$ cat config.mk
export PLATFORM = sky130hd
export DESIGN_NAME = rle_decoding_queue_flat
export DESIGN_NICKNAME = d
export VERILOG_FILES = /design/src/rtl/rle_decoding_queue_if.sv /design/src/rtl/rle_decoding_queue.sv /design/src/flat_wrapper.sv
export SDC_FILE = /design/constraint.sdc
export NUM_CORES = 1
export LEC_CHECK = 0
export ABC_CLOCK_PERIOD_IN_PS = 3900
export CELL_PAD_IN_SITES_DETAIL_PLACEMENT = 0
export CELL_PAD_IN_SITES_GLOBAL_PLACEMENT = 1
export CORE_ASPECT_RATIO = 0.7
export CORE_MARGIN = 2
export CORE_UTILIZATION = 40
export CTS_CLUSTER_SIZE = 8
export DETAILED_ROUTE_END_ITERATION = 12
export PLACE_DENSITY = 0.76
export SLEW_MARGIN = 20
export SYNTH_ARGS = -nofsm -noshare
export SYNTH_HDL_FRONTEND = slang
export SYNTH_SLANG_ARGS = --single-unit
$ cat constraint.sdc
create_clock -name clk -period 3.9 [get_ports clk]
set_input_delay 0.39 -clock clk [delete_from_list [all_inputs] [get_ports clk]]
set_output_delay 0.39 -clock clk [all_outputs]
set_load 0.01 [all_outputs]
$ cat src/rtl/rle_decoding_queue_if.sv
// Serial link between the coding-queue stream, the run-length decoder and the
// downstream bit consumer.
//   bit_input, wrreq : encoded bit and its valid strobe (producer -> decoder)
//   full             : decoder symbol buffer is full, code bits are dropped
//   bit_output       : decoded bit, valid while bit_valid is high
//   rdreq            : consumer takes bit_output when bit_valid && rdreq
//   run_done         : one-cycle pulse after the last bit of a run is taken
//   overflow         : sticky, a code bit arrived while full
//   bit_count        : decoded bits consumed, modulo 2^16
interface rle_decoding_queue_if;
  logic        bit_input;
  logic        wrreq;
  logic        full;
  logic        bit_output;
  logic        bit_valid;
  logic        rdreq;
  logic        run_done;
  logic        overflow;
  logic [15:0] bit_count;

  // Producer/consumer side.
  modport master (
    output bit_input, wrreq, rdreq,
    input  full, bit_output, bit_valid, run_done, overflow, bit_count
  );

  // Decoder side.
  modport slave (
    input  bit_input, wrreq, rdreq,
    output full, bit_output, bit_valid, run_done, overflow, bit_count
  );
endinterface

$ cat src/rtl/rle_decoding_queue.sv
// Run-length decoder at the receiving end of the coding-queue serial stream.
// Code bits arrive one per accepted wrreq as {value, length[LEN_W-1:0]} MSB
// first. Parsed symbols go into a 2-entry FIFO; the expander pops a symbol
// and emits its value length+1 times, one bit per bit_valid && rdreq
// handshake, reloading on the final handshake so consecutive runs stream
// without a bubble.
// Ports:
//   clk  : rising-edge clock
//   rst  : synchronous, active-high reset
//   bus  : rle_decoding_queue_if.slave (code input, decoded output, status)
module rle_decoding_queue #(
  parameter int LEN_W = 4
) (
  input logic                 clk,
  input logic                 rst,
  rle_decoding_queue_if.slave bus
);

  localparam int IDX_W = (LEN_W > 1) ? $clog2(LEN_W) : 1;
  localparam int REM_W = LEN_W + 1;  // holds up to 2^LEN_W

  typedef enum logic {
    S_VAL,
    S_LEN
  } parse_state_e;

  typedef struct packed {
    logic             value;
    logic [LEN_W-1:0] len;
  } symbol_t;

  // Parser state
  parse_state_e     state_q, state_d;
  logic             val_q, val_d;
  logic [LEN_W-1:0] len_q, len_d;
  logic [IDX_W-1:0] idx_q, idx_d;

  // Symbol buffer
  symbol_t          buf_q [2];
  logic             wr_ptr_q, rd_ptr_q;
  logic [1:0]       count_q, count_d;

  // Expander and registered outputs
  logic             run_val_q, run_val_d;
  logic [REM_W-1:0] rem_q, rem_d;
  logic             full_q;
  logic             bit_output_q;
  logic             bit_valid_q;
  logic             run_done_q;
  logic             overflow_q;
  logic [15:0]      bit_count_q;

  logic             accept;
  logic             push;
  logic             pop;
  logic             handshake;
  logic             last_bit;
  logic [LEN_W-1:0] len_shift;
  symbol_t          push_sym;
  symbol_t          head;

  // Bits offered while full are dropped; they never reach the parser.
  assign accept    = bus.wrreq && !full_q;
  assign handshake = (rem_q != '0) && bus.rdreq;
  assign last_bit  = handshake && (rem_q == REM_W'(1));
  // Reload either from idle or on the run's final handshake, so the next run
  // is presented on the very next cycle. The buffer is only read from its
  // registered contents, so a symbol pushed this edge is poppable next edge.
  assign pop       = (count_q != 2'd0) && ((rem_q == '0) || last_bit);
  assign head      = buf_q[rd_ptr_q];

  // Shifting in the incoming length bit; the cast drops the old MSB.
  assign len_shift = LEN_W'({len_q, bus.bit_input});
  assign push_sym  = '{value: val_q, len: len_shift};

  // Parser next state.
  always_comb begin
    // NOTE: every variable assigned here gets a default first, so no path
    // leaves it unassigned and no latch is inferred.
    state_d = state_q;
    val_d   = val_q;
    len_d   = len_q;
    idx_d   = idx_q;
    push    = 1'b0;
    if (accept) begin
      unique case (state_q)
        S_VAL: begin
          val_d   = bus.bit_input;
          idx_d   = IDX_W'(LEN_W - 1);
          state_d = S_LEN;
        end
        S_LEN: begin
          len_d = len_shift;
          if (idx_q == '0) begin
            push    = 1'b1;
            state_d = S_VAL;
          end else begin
            idx_d = idx_q - IDX_W'(1);
          end
        end
        default: state_d = S_VAL;
      endcase
    end
  end

  // Buffer occupancy and expander next state.
  always_comb begin
    count_d   = count_q;
    rem_d     = rem_q;
    run_val_d = run_val_q;
    if (push && !pop) begin
      count_d = count_q + 2'd1;
    end else if (pop && !push) begin
      count_d = count_q - 2'd1;
    end
    if (pop) begin
      rem_d     = REM_W'(head.len) + REM_W'(1);
      run_val_d = head.value;
    end else if (handshake) begin
      rem_d = rem_q - REM_W'(1);
    end
  end

  always_ff @(posedge clk) begin
    // NOTE: state registers use non-blocking assignments so every flop
    // samples the pre-edge values regardless of statement order.
    if (rst) begin
      state_q      <= S_VAL;
      val_q        <= 1'b0;
      len_q        <= '0;
      idx_q        <= '0;
      wr_ptr_q     <= 1'b0;
      rd_ptr_q     <= 1'b0;
      count_q      <= 2'd0;
      run_val_q    <= 1'b0;
      rem_q        <= '0;
      full_q       <= 1'b0;
      bit_output_q <= 1'b0;
      bit_valid_q  <= 1'b0;
      run_done_q   <= 1'b0;
      overflow_q   <= 1'b0;
      bit_count_q  <= '0;
    end else begin
      state_q      <= state_d;
      val_q        <= val_d;
      len_q        <= len_d;
      idx_q        <= idx_d;
      if (push) wr_ptr_q <= ~wr_ptr_q;
      if (pop)  rd_ptr_q <= ~rd_ptr_q;
      count_q      <= count_d;
      run_val_q    <= run_val_d;
      rem_q        <= rem_d;
      full_q       <= (count_d == 2'd2);
      bit_output_q <= (rem_d != '0) ? run_val_d : 1'b0;
      bit_valid_q  <= (rem_d != '0);
      run_done_q   <= last_bit;
      overflow_q   <= overflow_q | (bus.wrreq && full_q);
      bit_count_q  <= bit_count_q + 16'(handshake);
    end
  end

  // NOTE: buffer storage is not reset; occupancy and pointers are, and an
  // entry is never read before it has been written.
  always_ff @(posedge clk) begin
    if (push) buf_q[wr_ptr_q] <= push_sym;
  end

  assign bus.full       = full_q;
  assign bus.bit_output = bit_output_q;
  assign bus.bit_valid  = bit_valid_q;
  assign bus.run_done   = run_done_q;
  assign bus.overflow   = overflow_q;
  assign bus.bit_count  = bit_count_q;

endmodule

$ cat src/flat_wrapper.sv
// flat-port wrapper written by rule: the top's interface ports become plain ports
module rle_decoding_queue_flat 
#(
  parameter int LEN_W = 4
)
  (clk, rst, bus_bit_input, bus_wrreq, bus_rdreq, bus_full, bus_bit_output, bus_bit_valid, bus_run_done, bus_overflow, bus_bit_count);
  rle_decoding_queue_if bus_i ();
  input logic clk;
  input logic rst;
  input wire logic [$bits(bus_i.bit_input)-1:0] bus_bit_input;
  input wire logic [$bits(bus_i.wrreq)-1:0] bus_wrreq;
  input wire logic [$bits(bus_i.rdreq)-1:0] bus_rdreq;
  output wire logic [$bits(bus_i.full)-1:0] bus_full;
  output wire logic [$bits(bus_i.bit_output)-1:0] bus_bit_output;
  output wire logic [$bits(bus_i.bit_valid)-1:0] bus_bit_valid;
  output wire logic [$bits(bus_i.run_done)-1:0] bus_run_done;
  output wire logic [$bits(bus_i.overflow)-1:0] bus_overflow;
  output wire logic [$bits(bus_i.bit_count)-1:0] bus_bit_count;
  assign bus_i.bit_input = bus_bit_input;
  assign bus_i.wrreq = bus_wrreq;
  assign bus_i.rdreq = bus_rdreq;
  assign bus_full = bus_i.full;
  assign bus_bit_output = bus_i.bit_output;
  assign bus_bit_valid = bus_i.bit_valid;
  assign bus_run_done = bus_i.run_done;
  assign bus_overflow = bus_i.overflow;
  assign bus_bit_count = bus_i.bit_count;
  rle_decoding_queue #(.LEN_W(LEN_W)) u_core (.clk(clk), .rst(rst), .bus(bus_i));
endmodule
=== Word-level counts from Yosys, hierarchy flattened ===
Memory sizes are Yosys's and may differ from the RTL's. A register that Yosys moved wholly into a read port is not among the register bits.
Cells that the tools add are included.

* Register bits: 38
* Bits in writable memories: 10
* Input port bits: 5
* Output and inout port bits: 21
* Word-level logic and storage cells: 66
* Memories kept: 1

* Add/subtract/negate cells: 6
* Eq/ne operators: 3
* Muxes and demuxes: 16
* Bitwise logic cells: 5
* Reductions and logical operators: 20

{| class="wikitable"
|+ Memory list
! memory !! depth !! bits a word !! rd ports !! clocked after memory_dff !! wr ports !! line !! RTL
|-
| u_core.buf_q || 2 || 5 || 1 || 1 || 1 || rle_decoding_queue.sv:39 || <nowiki>symbol_t buf_q [2];</nowiki>
|}

{| class="wikitable"
|+ Operator list
! operator !! number
|-
| $add 16x1->16 || 1
|-
| $mux 5 || 2
|-
| $reduce_bool 5->1 || 2
|-
| $mux 1 || 9
|-
| $logic_and 1x1->1 || 7
|-
| $mux 2 || 3
|-
| $reduce_and 2->1 || 3
|-
| $add 4x1->5 const B || 1
|-
| $eq 5x1->1 const B || 1
|-
| $logic_not 5->1 || 1
|-
| $sub 5x1->5 const B || 1
|-
| $not 1->1 || 4
|-
| $pmux 2 s2 || 1
|-
| $sub 2x1->2 const B || 2
|-
| $logic_not 1->1 || 3
|-
| $add 2x1->2 const B || 1
|-
| $eq 2x2->1 const B || 1
|-
| $logic_not 2->1 || 1
|-
| $ne 2x2->1 const B || 1
|-
| $pmux 1 s2 || 1
|-
| $reduce_bool 2->1 || 1
|-
| $reduce_or 2->1 || 1
|-
| $logic_or 1x1->1 || 1
|-
| $or 1x1->1 || 1
|}

=== Logic depth before layout (Yosys ltp) ===
Gate-level depths: netlist of the first run.

* Depth after elaboration: 9
* Mapped depth: 10
* Depth with buffers taken out: 10

=== Worst setup path before layout of the first run ===
OpenSTA, ideal clock, no wires.

* Path type: reg2reg
* Start point: register u_core.rem_q[0]
* End point: register u_core.bit_count_q[8], in the netlist u_core.bus.bit_count[8]
* Library setup time: 0.128 ns
* Data arrival time: 2.145 ns
* Required time: 3.772 ns
* Slack: 1.627 ns
* Cell stages (with the launch flop): 11
* Path buffers: 0
* Clock period less this slack: 2.273 ns
* Path through: dfxtp_1 inv_1 ha_1 or4b_4 and2_4 ha_1 ha_1 and3_1 nand3_1 xor2_1 nor2_1

* Longest elaborated chain between the ends: 3

{| class="wikitable"
|+ Ends and longest elaborated chain
! what !! line !! RTL
|-
| from (decl) || rle_decoding_queue.sv:45 || <nowiki>logic [REM_W-1:0] rem_q, rem_d;</nowiki>
|-
| from (signal assigned) || rle_decoding_queue.sv:152 || <nowiki>rem_q <= rem_d;</nowiki>
|-
| $reduce_bool 5->1 || rle_decoding_queue.sv:64 || <nowiki>assign handshake = (rem_q != '0) && bus.rdreq;</nowiki>
|-
| $logic_and 1x1->1 || rle_decoding_queue.sv:64 ||
|-
| $add 16x1->16 || rle_decoding_queue.sv:158 || <nowiki>bit_count_q <= bit_count_q + 16'(handshake);</nowiki>
|-
| to (signal assigned) || rle_decoding_queue.sv:158 ||
|-
| to (decl) || rle_decoding_queue.sv:51 || <nowiki>logic [15:0] bit_count_q;</nowiki>
|}

No other way between the ends.
A chain may end at the register's enable or synchronous reset.

=== Worst setup path in the final report of the first run ===
Same ends and word-level chain as after synthesis.

==> flow_metrics.env, run 1 <==
export IMPL_max_stage_delay_ns=0.51
export IMPL_cts_tree="done"
export IMPL_final_setup_tns_ns=0
export IMPL_p_leak_nw=0.941
export IMPL_io_buffers=25
export IMPL_synth_edff_count=10
export IMPL_antenna_found_initial=0
export IMPL_routed_via_density=4.74
export IMPL_crit_path_end_kind="flip-flop"
export IMPL_hold_violations=0
export IMPL_track_usage=0.136
export IMPL_crit_fanout=5
export IMPL_initial_core_util=0.420
export IMPL_syn_nets=240
export IMPL_clk_latency_ns=0.30
export IMPL_n_antenna_cell=0
export IMPL_yosys_warnings=0
export IMPL_post_cts_resized=0
export IMPL_cts_inserted_buffers=5
export IMPL_grt_pass1_vias=1358
export IMPL_drive_gt1_frac=0.0558
export IMPL_synth_cells=227
export IMPL_async_flop_share=0
export IMPL_dieArea_um2=6210
export IMPL_fmax_ghz=0.398
export IMPL_drtIter0Drc=37
export IMPL_worstSetupPathType="flip-flop to flip-flop"
export IMPL_ant_nets=0
export IMPL_postCtsSetupBuffers=0
export IMPL_htreeDepth=2
export IMPL_crit_top_cell="ha_1"
export IMPL_layout_common_cells="39 x dfxtp_1, 30 x nor2_1, 25 x clkdlybuf4s50_1"
export IMPL_cts_root_buf="clkbuf_8"
export IMPL_fp_dieW_um=93.3
export IMPL_skew_ns=0.00453
export IMPL_rsz0062_at_grt="false"
export IMPL_relSlewSlack=0.626
export IMPL_post_dp_hpwl_um=2690
export IMPL_final_common_cell="dfxtp_1"
export IMPL_ios=26
export IMPL_power_density_nw_per_um2=637
export IMPL_slew_violations=0
export IMPL_ys_seq_elements=49
export IMPL_arrival_ns=2.70
export IMPL_synth_flop_cell="dfxtp_1"
export IMPL_avgSynthCellArea_um2=9.84
export IMPL_clk_pin_slew_ns=0.09
export IMPL_cts_sinks=49
export IMPL_place_gp_congestion=0.811
export IMPL_fin_crit_ns=2.51
export IMPL_overflow=0
export IMPL_area_delta_synth_final_pct=17.5
export IMPL_coreArea_um2=5310
export IMPL_synth_distinct_cells=44
export IMPL_netlist_area_um2=2230
export IMPL_max_cap_viol_count=0
export IMPL_crit_slowest_cell="or4b_4"
export IMPL_crit_chain="inv_1 > ha_1 > or4b_4 > and2_4 > ha_1 > ha_1 > and3_1 > nand3_1 > xor2_1 > nor2_1"
export IMPL_dpl_cell_count=315
export IMPL_rows=22
export IMPL_grt_max_degree=40
export IMPL_drt_total_wl_um=3840
export IMPL_cts_path_max_buffers=2
export IMPL_wl_per_cell_um=11.9
export IMPL_cp_start_kind="flip-flop"
export IMPL_grt_pass1_wl_um=6480
export IMPL_ctsHoldBuffers=0
export IMPL_first_pass_iters=4
export IMPL_fin_total_pwr_mw=1.67
export IMPL_setup_violations_final=0
export IMPL_worst_slack_ns=1.39
export IMPL_synth_seq_area_share=0.484
export IMPL_dp_worst_setup_slack_ns=1.24
export IMPL_cp_required_ns=4.08
export IMPL_dieHeight_um=66.5
export IMPL_stdcell_count=323
export IMPL_status="finished clean"
export IMPL_hold_class="flip-flop to flip-flop"
export IMPL_worstMarginPinSlew_ns=0.560
export IMPL_drcViolationCount=0
export IMPL_vias=1531
export IMPL_finalCritPeriodShare=0.645
export IMPL_nNetsFinal=263
export IMPL_fill_cells=495
export IMPL_ir_worst_vdd_v=0.000207
[flip-flops by register name (all words and copies together) (netlist names), 2 cells and up, named ones only]
name,cells
u_core.buf_q,10
u_core.bus.bit_count,16
u_core.count_q,2
u_core.idx_q,2
u_core.len_q,3
u_core.rem_q,5
[layer usage]
layer	GRT usage	wire length (µm)	vias to the layer above
met5	0	0	-
met4	0.0551	60	0
met3	0.0351	149	8
met2	0.178	1370	25
met1	0.206	2250	669
li1	-	-	829
[Yosys cell counts, drive strengths merged (2+ instances only)]
library cell	n	area [µm²]
nor2b	6	37.5
a21oi	12	60.1
nor2	30	113
nand2	10	37.5
buf	5	45.0
and2	3	21.3
a211oi	7	62.6
ha	8	100
and3b	2	17.5
o21ai	5	25.0
xnor2	14	123
nand3	14	70.1
a21o	2	15.0
dfxtp	39	781
nor4	2	18.8
nor3	7	35.0
mux2i	7	70.1
clkbuf	5	18.8
inv	11	41.3
or3	2	12.5
xor2	8	70.1
and3	3	18.8
edfxtp	10	300
mux2	2	22.5
[worst paths after layout]
| kind | start | slack [ns] | endpoint | cells past startpoint |
|---|---|---|---|---|
| min | u_core.len_q[2]$_SDFFE_PP0P_ | 0.47 | u_core.buf_q[1][3]$_DFFE_PP_ | 0 |
| min reg2reg | u_core.len_q[2]$_SDFFE_PP0P_ | 0.47 | u_core.buf_q[1][3]$_DFFE_PP_ | 0 |
| max reg2reg | u_core.rem_q[0]$_SDFF_PP0_ | 1.39 | u_core.bus.bit_count[8]$_SDFF_PP0_ | 10 |
| max | u_core.rem_q[0]$_SDFF_PP0_ | 1.39 | u_core.bus.bit_count[8]$_SDFF_PP0_ | 10 |
[worst max-delay path, delay by kind of cell (launching register included)]
| kind | cells | cell delay (ns) |
|---|---|---|
| adder cells (fa/ha/maj) | 3 | 0.71 |
| AND/OR/NAND/NOR | 5 | 1.07 |
| buffers and inverters | 1 | 0.12 |
| flip-flops | 1 | 0.34 |
| XOR/XNOR | 1 | 0.15 |
[through the flow]
step / utilization / hold WS, ns / area, µm²
finish: 0.494 / 0.467 / 2620
global placement: 0.474 / 0.444 / 2520
floorplan: - / 0.425 / 2230
global route: 0.494 / 0.496 / 2620
CTS: 0.494 / 0.474 / 2620
detailed placement: 0.474 / 0.454 / 2520
[final cells by class]
| type | count | area [µm²] | area share |
|---|---|---|---|
| clock inverter | 2 | 33.8 | 0.0129 |
| tap | 72 | 90.1 | 0.0343 |
| multi-input combinational | 157 | 1050 | 0.399 |
| clock buffer | 6 | 72.6 | 0.0277 |
| timing repair buffer | 26 | 258 | 0.0982 |
| inverter | 11 | 41.3 | 0.0157 |
| sequential | 49 | 1080 | 0.412 |
[kinds of logic after synthesis]
kind of cell / after synthesis / share of synthesized area
AO/OA/AOI/OAI: 31 / 0.0936
XOR/XNOR: 22 / 0.0863
adder cells (fa/ha/maj): 8 / 0.0448
buffers and inverters: 21 / 0.0471
flip-flops: 49 / 0.484
multiplexers: 9 / 0.0415
AND/OR/NAND/NOR: 87 / 0.203
[report_power, final]
| group | internal (mW) | switching (mW) |
|---|---|---|
| sequential | 0.597 | 0.0685 |
| combinational | 0.319 | 0.338 |
| clock | 0.189 | 0.161 |
Note: power is estimated with default switching activity, not from simulation.
==> run 2: changes to the inputs <==
--- a/config.mk
+++ b/config.mk
@@ -5,15 +5,15 @@
 export SDC_FILE = /design/constraint.sdc
 export NUM_CORES = 1
 export LEC_CHECK = 0
-export ABC_CLOCK_PERIOD_IN_PS = 3900
+export ABC_CLOCK_PERIOD_IN_PS = 2250
 export CELL_PAD_IN_SITES_DETAIL_PLACEMENT = 0
 export CELL_PAD_IN_SITES_GLOBAL_PLACEMENT = 1
 export CORE_ASPECT_RATIO = 0.7
 export CORE_MARGIN = 2
-export CORE_UTILIZATION = 40
+export CORE_UTILIZATION = 39
 export CTS_CLUSTER_SIZE = 8
 export DETAILED_ROUTE_END_ITERATION = 12
-export PLACE_DENSITY = 0.76
+export PLACE_DENSITY = 0.77
 export SLEW_MARGIN = 20
 export SYNTH_ARGS = -nofsm -noshare
 export SYNTH_HDL_FRONTEND = slang
==> constraint.sdc (replaced) <==
create_clock -name clk -period 2.25 [get_ports clk]
set_input_delay 0.225 -clock clk [delete_from_list [all_inputs] [get_ports clk]]
set_output_delay 0.225 -clock clk [all_outputs]
set_load 0.01 [all_outputs]
==> run 2 against run 1 <==
Net effect:
- global-route usage up 1.6 points
- highest routed layer unchanged
- clock skew hardly changed
- first-iteration DRC count up 16%
==> flow_metrics.env, run 2 (same netlist as run 1, synthesis figures left out) <==
export IMPL_status="finished clean"
export IMPL_track_usage=0.152
export IMPL_coreArea_um2=5610
export IMPL_arrival_ns=2.34
export IMPL_fin_crit_ns=2.14
export IMPL_drt_total_wl_um=4320
export IMPL_power_frac_comb=0.473
export IMPL_fp_dieW_um=94.5
export IMPL_post_dp_hpwl_um=3010
export IMPL_n_antenna_cell=0
export IMPL_slew_violations=0
export IMPL_p_int_mw=2.01
export IMPL_top_usage_layer="met2"
export IMPL_dp_worst_setup_slack_ns=-0.105
export IMPL_place_gp_congestion=0.748
export IMPL_layout_common_cells="38 x dfxtp_1, 30 x nor2_1, 25 x clkdlybuf4s50_1"
export IMPL_r2r_end="u_core.bus.bit_count[8]$_SDFF_PP0_"
export IMPL_antenna_found_initial=0
export IMPL_p_sw_mw=1.12
export IMPL_rsz0062_at_grt="false"
export IMPL_final_seq_area_um2=1080
export IMPL_dpl_cell_count=334
export IMPL_grt_pass1_vias=1620
export IMPL_grt_max_degree=40
export IMPL_clk_latency_ns=0.30
export IMPL_fmax_ghz=0.467
export IMPL_cp_start_kind="flip-flop"
export IMPL_skew_ns=0.00430
export IMPL_p_leak_nw=1.01
export IMPL_drcViolationCount=0
export IMPL_cp_startpoint="u_core.rem_q[1]$_SDFF_PP0_"
export IMPL_worst_slack_ns=0.107
export IMPL_hold_violations=0
export IMPL_final_setup_tns_ns=0
export IMPL_drtIter0Drc=43
export IMPL_stdcell_count=342
export IMPL_met1_usage=0.211
export IMPL_clk_pin_slew_ns=0.09
export IMPL_hold_class="flip-flop to flip-flop"
export IMPL_cts_inserted_buffers=5
export IMPL_nNetsFinal=279
export IMPL_reg2regPathDepth=10
export IMPL_vias=1633
export IMPL_crit_path_end_kind="flip-flop"
export IMPL_ant_nets=0
export IMPL_dieArea_um2=6360
export IMPL_largest_register_ff_count=16
export IMPL_power_density_nw_per_um2=1120
export IMPL_reg2reg_slack_ns=0.11
export IMPL_ios=26
export IMPL_io_buffers=25
export IMPL_finalCritPeriodShare=0.952
export IMPL_crit_fanout=4
export IMPL_grt_pass1_wl_um=7380
export IMPL_cts_path_max_buffers=2
export IMPL_cp_required_ns=2.45
export IMPL_fill_cells=542
export IMPL_swShare=0.358
export IMPL_r2r_start="u_core.rem_q[1]$_SDFF_PP0_"
export IMPL_htreeDepth=2
export IMPL_worstSetupPathType="flip-flop to flip-flop"
export IMPL_cts_sinks=49
export IMPL_multi_input_comb_area_um2=1090
export IMPL_postCtsSetupBuffers=0
export IMPL_ctsHoldBuffers=0
export IMPL_first_pass_iters=4
export IMPL_area_delta_synth_final_pct=24.9
export IMPL_max_cap_viol_count=0
export IMPL_grt_util_met3=0.0402
export IMPL_critical_path_endpoint="u_core.bus.bit_count[8]$_SDFF_PP0_"
export IMPL_wl_per_cell_um=12.6
export IMPL_setup_violations_final=0
export IMPL_final_common_cell="dfxtp_1"
export IMPL_cts_tree="done"
export IMPL_routed_via_density=4.77
export IMPL_drive_gt1_frac=0.146
export IMPL_worstMarginPinSlew_ns=0.429
export IMPL_rows=23
export IMPL_pwr_share_seq=0.358
export IMPL_ir_worst_vdd_v=0.000464
export IMPL_overflow=0
export IMPL_power_frac_clock=0.169
export IMPL_relSlewSlack=0.713
export IMPL_cts_root_buf="clkbuf_8"
export IMPL_fin_total_pwr_mw=3.13
export IMPL_dieHeight_um=67.3
export IMPL_initial_core_util=0.398
export IMPL_grt_use_met2=0.228
-- run 2: through the flow --
stage	util	cell area (µm²)	hold WS, ns
after floorplan	-	2240	0.324
after global placement	0.474	2660	0.445
after detailed placement	0.474	2660	0.453
after CTS	0.490	2750	0.476
after global routing	0.497	2790	0.490
final	0.497	2790	0.479
-- run 2: area by class of cell --
cell class,instances,area share
timing repair buffer,42,0.140
inverter,11,0.0148
clock inverter,3,0.00762
clock buffer,5,0.0247
sequential,49,0.388
multi-input combinational,157,0.391
tap,75,0.0336
-- run 2: worst max-delay path, cell delays in order, from the launching register on --
cell and delay (ns):
dfxtp_1 0.32, inv_1 0.08, ha_2 0.20, or4b_4 0.47, and2_4 0.17, ha_4 0.17
ha_2 0.18, and3_4 0.16, nand3_1 0.09, xor2_1 0.15, nor2_1 0.05
-- run 2: per-layer routing --
layer,vias up,part of all wire
met2,21,0.40
met4,0,0.010
li1,859,-
met1,749,0.55
met5,-,0
met3,4,0.039
-- run 2: power by group through the flow --
stage               logic, mW  registers [mW]  clock network, mW
finish                   1.48            1.12              0.528
global route             1.64            1.14              0.586
CTS                      1.40            1.12              0.546
detailed placement       1.39            1.14                  0
global placement         1.37            1.14                  0
floorplan               0.997            1.15                  0
-- run 2: what timing repair did --
| item | 4_1_cts | 5_1_grt |
|---|---|---|
| pin swaps | 0 | 2 |
| setup endpoints to repair | 2 | 5 |
| resized for setup | 1 | 7 |
-- run 2: worst min path at each step --
stage,start,end,slack (ns),cells past startpoint
CTS,u_core.len_q[2]$_SDFFE_PP0P_,u_core.buf_q[0][3]$_DFFE_PP_,0.48,0
floorplan,bus_bit_input,u_core.buf_q[0][0]$_DFFE_PP_,0.32,0
detailed placement,u_core.len_q[2]$_SDFFE_PP0P_,u_core.buf_q[0][3]$_DFFE_PP_,0.45,0
global placement,u_core.len_q[2]$_SDFFE_PP0P_,u_core.buf_q[0][3]$_DFFE_PP_,0.45,0
finish,u_core.len_q[2]$_SDFFE_PP0P_,u_core.buf_q[1][3]$_DFFE_PP_,0.48,0
global route,u_core.len_q[2]$_SDFFE_PP0P_,u_core.buf_q[0][3]$_DFFE_PP_,0.49,0
==> run 3: changes to the inputs <==
--- a/config.mk
+++ b/config.mk
@@ -5,15 +5,15 @@
 export SDC_FILE = /design/constraint.sdc
 export NUM_CORES = 1
 export LEC_CHECK = 0
-export ABC_CLOCK_PERIOD_IN_PS = 2250
+export ABC_CLOCK_PERIOD_IN_PS = 2490
 export CELL_PAD_IN_SITES_DETAIL_PLACEMENT = 0
 export CELL_PAD_IN_SITES_GLOBAL_PLACEMENT = 1
 export CORE_ASPECT_RATIO = 0.7
 export CORE_MARGIN = 2
-export CORE_UTILIZATION = 39
+export CORE_UTILIZATION = 40
 export CTS_CLUSTER_SIZE = 8
 export DETAILED_ROUTE_END_ITERATION = 12
-export PLACE_DENSITY = 0.77
+export PLACE_DENSITY = 0.76
 export SLEW_MARGIN = 20
 export SYNTH_ARGS = -nofsm -noshare
 export SYNTH_HDL_FRONTEND = slang
==> constraint.sdc (replaced) <==
create_clock -name clk -period 2.49 [get_ports clk]
set_input_delay 0.249 -clock clk [delete_from_list [all_inputs] [get_ports clk]]
set_output_delay 0.249 -clock clk [all_outputs]
set_load 0.01 [all_outputs]
==> run 3 against run 2 <==
Net effect:
- sequential power is 7% lower
- via count fell by 2.9%
- highest routed layer unchanged
- design area decreased by 4.3%
- hold slack got worse by 0.0042 ns
- critical path type unchanged
- combinational power decreased by 23%
- sequential share of layout area increased by 1.7 points
- routed wire length decreased by 2.3%
- maximum frequency decreased by 9.0%
- global-route usage down 0.57 points
- die area is 2.4% lower
- register-to-register slack better by 0.03 ns
- flip-flop and latch count unchanged
==> flow_metrics.env, run 3 (same netlist as run 1, synthesis figures left out) <==
export IMPL_status="finished clean"
export IMPL_highest_layer="met4"
export IMPL_post_dp_hpwl_um=3010
export IMPL_slew_violations=0
export IMPL_n_antenna_cell=0
export IMPL_met3_length_um=164
export IMPL_rows=22
export IMPL_overflow=0
export IMPL_ir_worst_vdd_v=0.000396
export IMPL_crit_chain="inv_1 > ha_4 > or4b_4 > and2_4 > ha_1 > ha_2 > and3_1 > nand3_1 > xor2_1 > nor2_1"
export IMPL_largest_register_ff_count=16
export IMPL_dieHeight_um=66.5
export IMPL_drive_gt1_frac=0.0934
export IMPL_p_leak_nw=0.966
export IMPL_power_density_nw_per_um2=998
export IMPL_clk_pin_slew_ns=0.09
export IMPL_max_stage_delay_ns=0.49
export IMPL_cts_inserted_buffers=5
export IMPL_ant_nets=0
export IMPL_place_gp_congestion=0.791
export IMPL_ios=26
export IMPL_crit_family="simple AND/OR/NAND/NOR gates"
export IMPL_drcViolationCount=0
export IMPL_grt_pass1_wl_um=7000
export IMPL_power_frac_comb=0.427
export IMPL_area_delta_synth_final_pct=19.6
export IMPL_final_common_cell="dfxtp_1"
export IMPL_whs_ns=0.475
export IMPL_worstSetupPathType="flip-flop to flip-flop"
export IMPL_cts_root_buf="clkbuf_8"
export IMPL_worstMarginPinSlew_ns=0.446
export IMPL_initial_core_util=0.420
export IMPL_hold_class="flip-flop to flip-flop"
export IMPL_io_buffers=25
export IMPL_setup_violations_final=0
export IMPL_p_int_mw=1.73
export IMPL_drtIter0Drc=44
export IMPL_grt_pass1_vias=1451
export IMPL_antenna_found_initial=0
export IMPL_vias=1585
export IMPL_pwr_share_seq=0.390
export IMPL_coreArea_um2=5310
export IMPL_cts_tree="done"
export IMPL_first_pass_iters=4
export IMPL_power_frac_clock=0.183
export IMPL_grt_max_degree=33
export IMPL_cts_path_max_buffers=2
export IMPL_cts_sinks=49
export IMPL_finalCritPeriodShare=0.946
export IMPL_fin_total_pwr_mw=2.66
export IMPL_skew_ns=0.00734
export IMPL_track_usage=0.146
export IMPL_layout_common_cells="39 x dfxtp_1, 30 x nor2_1, 25 x clkdlybuf4s50_1"
export IMPL_fmax_ghz=0.425
export IMPL_wl_met1_um=2370
export IMPL_crit_slowest_cell="or4b_4"
export IMPL_worst_slack_ns=0.136
export IMPL_cp_required_ns=2.67
export IMPL_htreeDepth=2
export IMPL_reg2reg_slack_ns=0.14
export IMPL_routed_via_density=4.82
export IMPL_nNetsFinal=269
export IMPL_dp_worst_setup_slack_ns=0.0715
export IMPL_clk_latency_ns=0.30
export IMPL_dr_wl_met2_um=1640
export IMPL_crit_fanout=5
export IMPL_drt_total_wl_um=4220
export IMPL_p_sw_uw=936
export IMPL_arrival_ns=2.53
export IMPL_crit_path_end_kind="flip-flop"
export IMPL_wl_per_cell_um=12.8
export IMPL_postCtsSetupBuffers=0
export IMPL_swShare=0.352
export IMPL_worst_path_buf_inv=1
export IMPL_fp_dieW_um=93.3
export IMPL_cp_start_kind="flip-flop"
export IMPL_hold_violations=0
export IMPL_dieArea_um2=6210
export IMPL_fin_crit_ns=2.35
export IMPL_max_cap_viol_count=0
export IMPL_relSlewSlack=0.702
run 3: cell count changes in the layout (fill, tap and decap cells not counted), sizes merged:
| cell | change |
|---|---|
| clkbuf | +2 |
| clkinv | -1 |
| buf | -10 |
| clkinvlp | -1 |
run 3: worst paths after layout:
| path | from | end | cells after the start |
|---|---|---|---|
| max | u_core.rem_q[1]$_SDFF_PP0_ | u_core.bus.bit_count[10]$_SDFF_PP0_ | 10 |
| min reg2reg | u_core.len_q[2]$_SDFFE_PP0P_ | u_core.buf_q[0][3]$_DFFE_PP_ | 0 |
| max reg2reg | u_core.rem_q[1]$_SDFF_PP0_ | u_core.bus.bit_count[10]$_SDFF_PP0_ | 10 |
| min | u_core.len_q[2]$_SDFFE_PP0P_ | u_core.buf_q[0][3]$_DFFE_PP_ | 0 |
run 3: cell type report:
type | count | area (µm²)
fillers | 487 | 2640
flip-flops and latches | 49 | 1080
multi-input cells | 157 | 1060
repair buffers | 32 | 303
well taps | 72 | 90.1
clock buffers | 7 | 86.3
inverters | 11 | 41.3
clock inverters | 1 | 6.26
run 3: power by group through the flow:
stage | combinational [mW] | sequential, mW | clock, mW
detailed placement | 1.10 | 1.05 | 0
finish | 1.14 | 1.04 | 0.486
global route | 1.27 | 1.06 | 0.528
floorplan | 0.897 | 1.04 | 0
global placement | 1.11 | 1.06 | 0
CTS | 1.11 | 1.04 | 0.499
run 3: per-stage QoR:
step                      instances  instance area (µm²)   util  setup TNS, ns
after global routing            329                 2670  0.503       -0.00906
after CTS                       329                 2660  0.500              0
after global placement          321                 2560  0.482              0
final                           329                 2670  0.503              0
after detailed placement        321                 2560  0.482              0
after floorplan                 227                 2230      -              0
run 3: worst reg2reg max path: stages, from the launching register on:
cell and delay, ns:
dfxtp_1 0.33, inv_1 0.14, ha_4 0.17, or4b_4 0.49, and2_4 0.19, ha_1 0.20
ha_2 0.21, and3_1 0.19, nand3_1 0.10, xor2_1 0.14, nor2_1 0.06
run 3: repair_timing:
item | CTS | global route
resized for setup | 0 | 4
endpoints found under the setup margin | 0 | 6
hold buffers | 0 | 0
run 3: metal layers:
| metal | track usage | vias to the layer above |
|---|---|---|
| li1 | - | 841 |
| met1 | 0.225 | 713 |
| met2 | 0.194 | 25 |
| met3 | 0.0407 | 6 |
| met4 | 0.0441 | 0 |
| met5 | 0 | - |
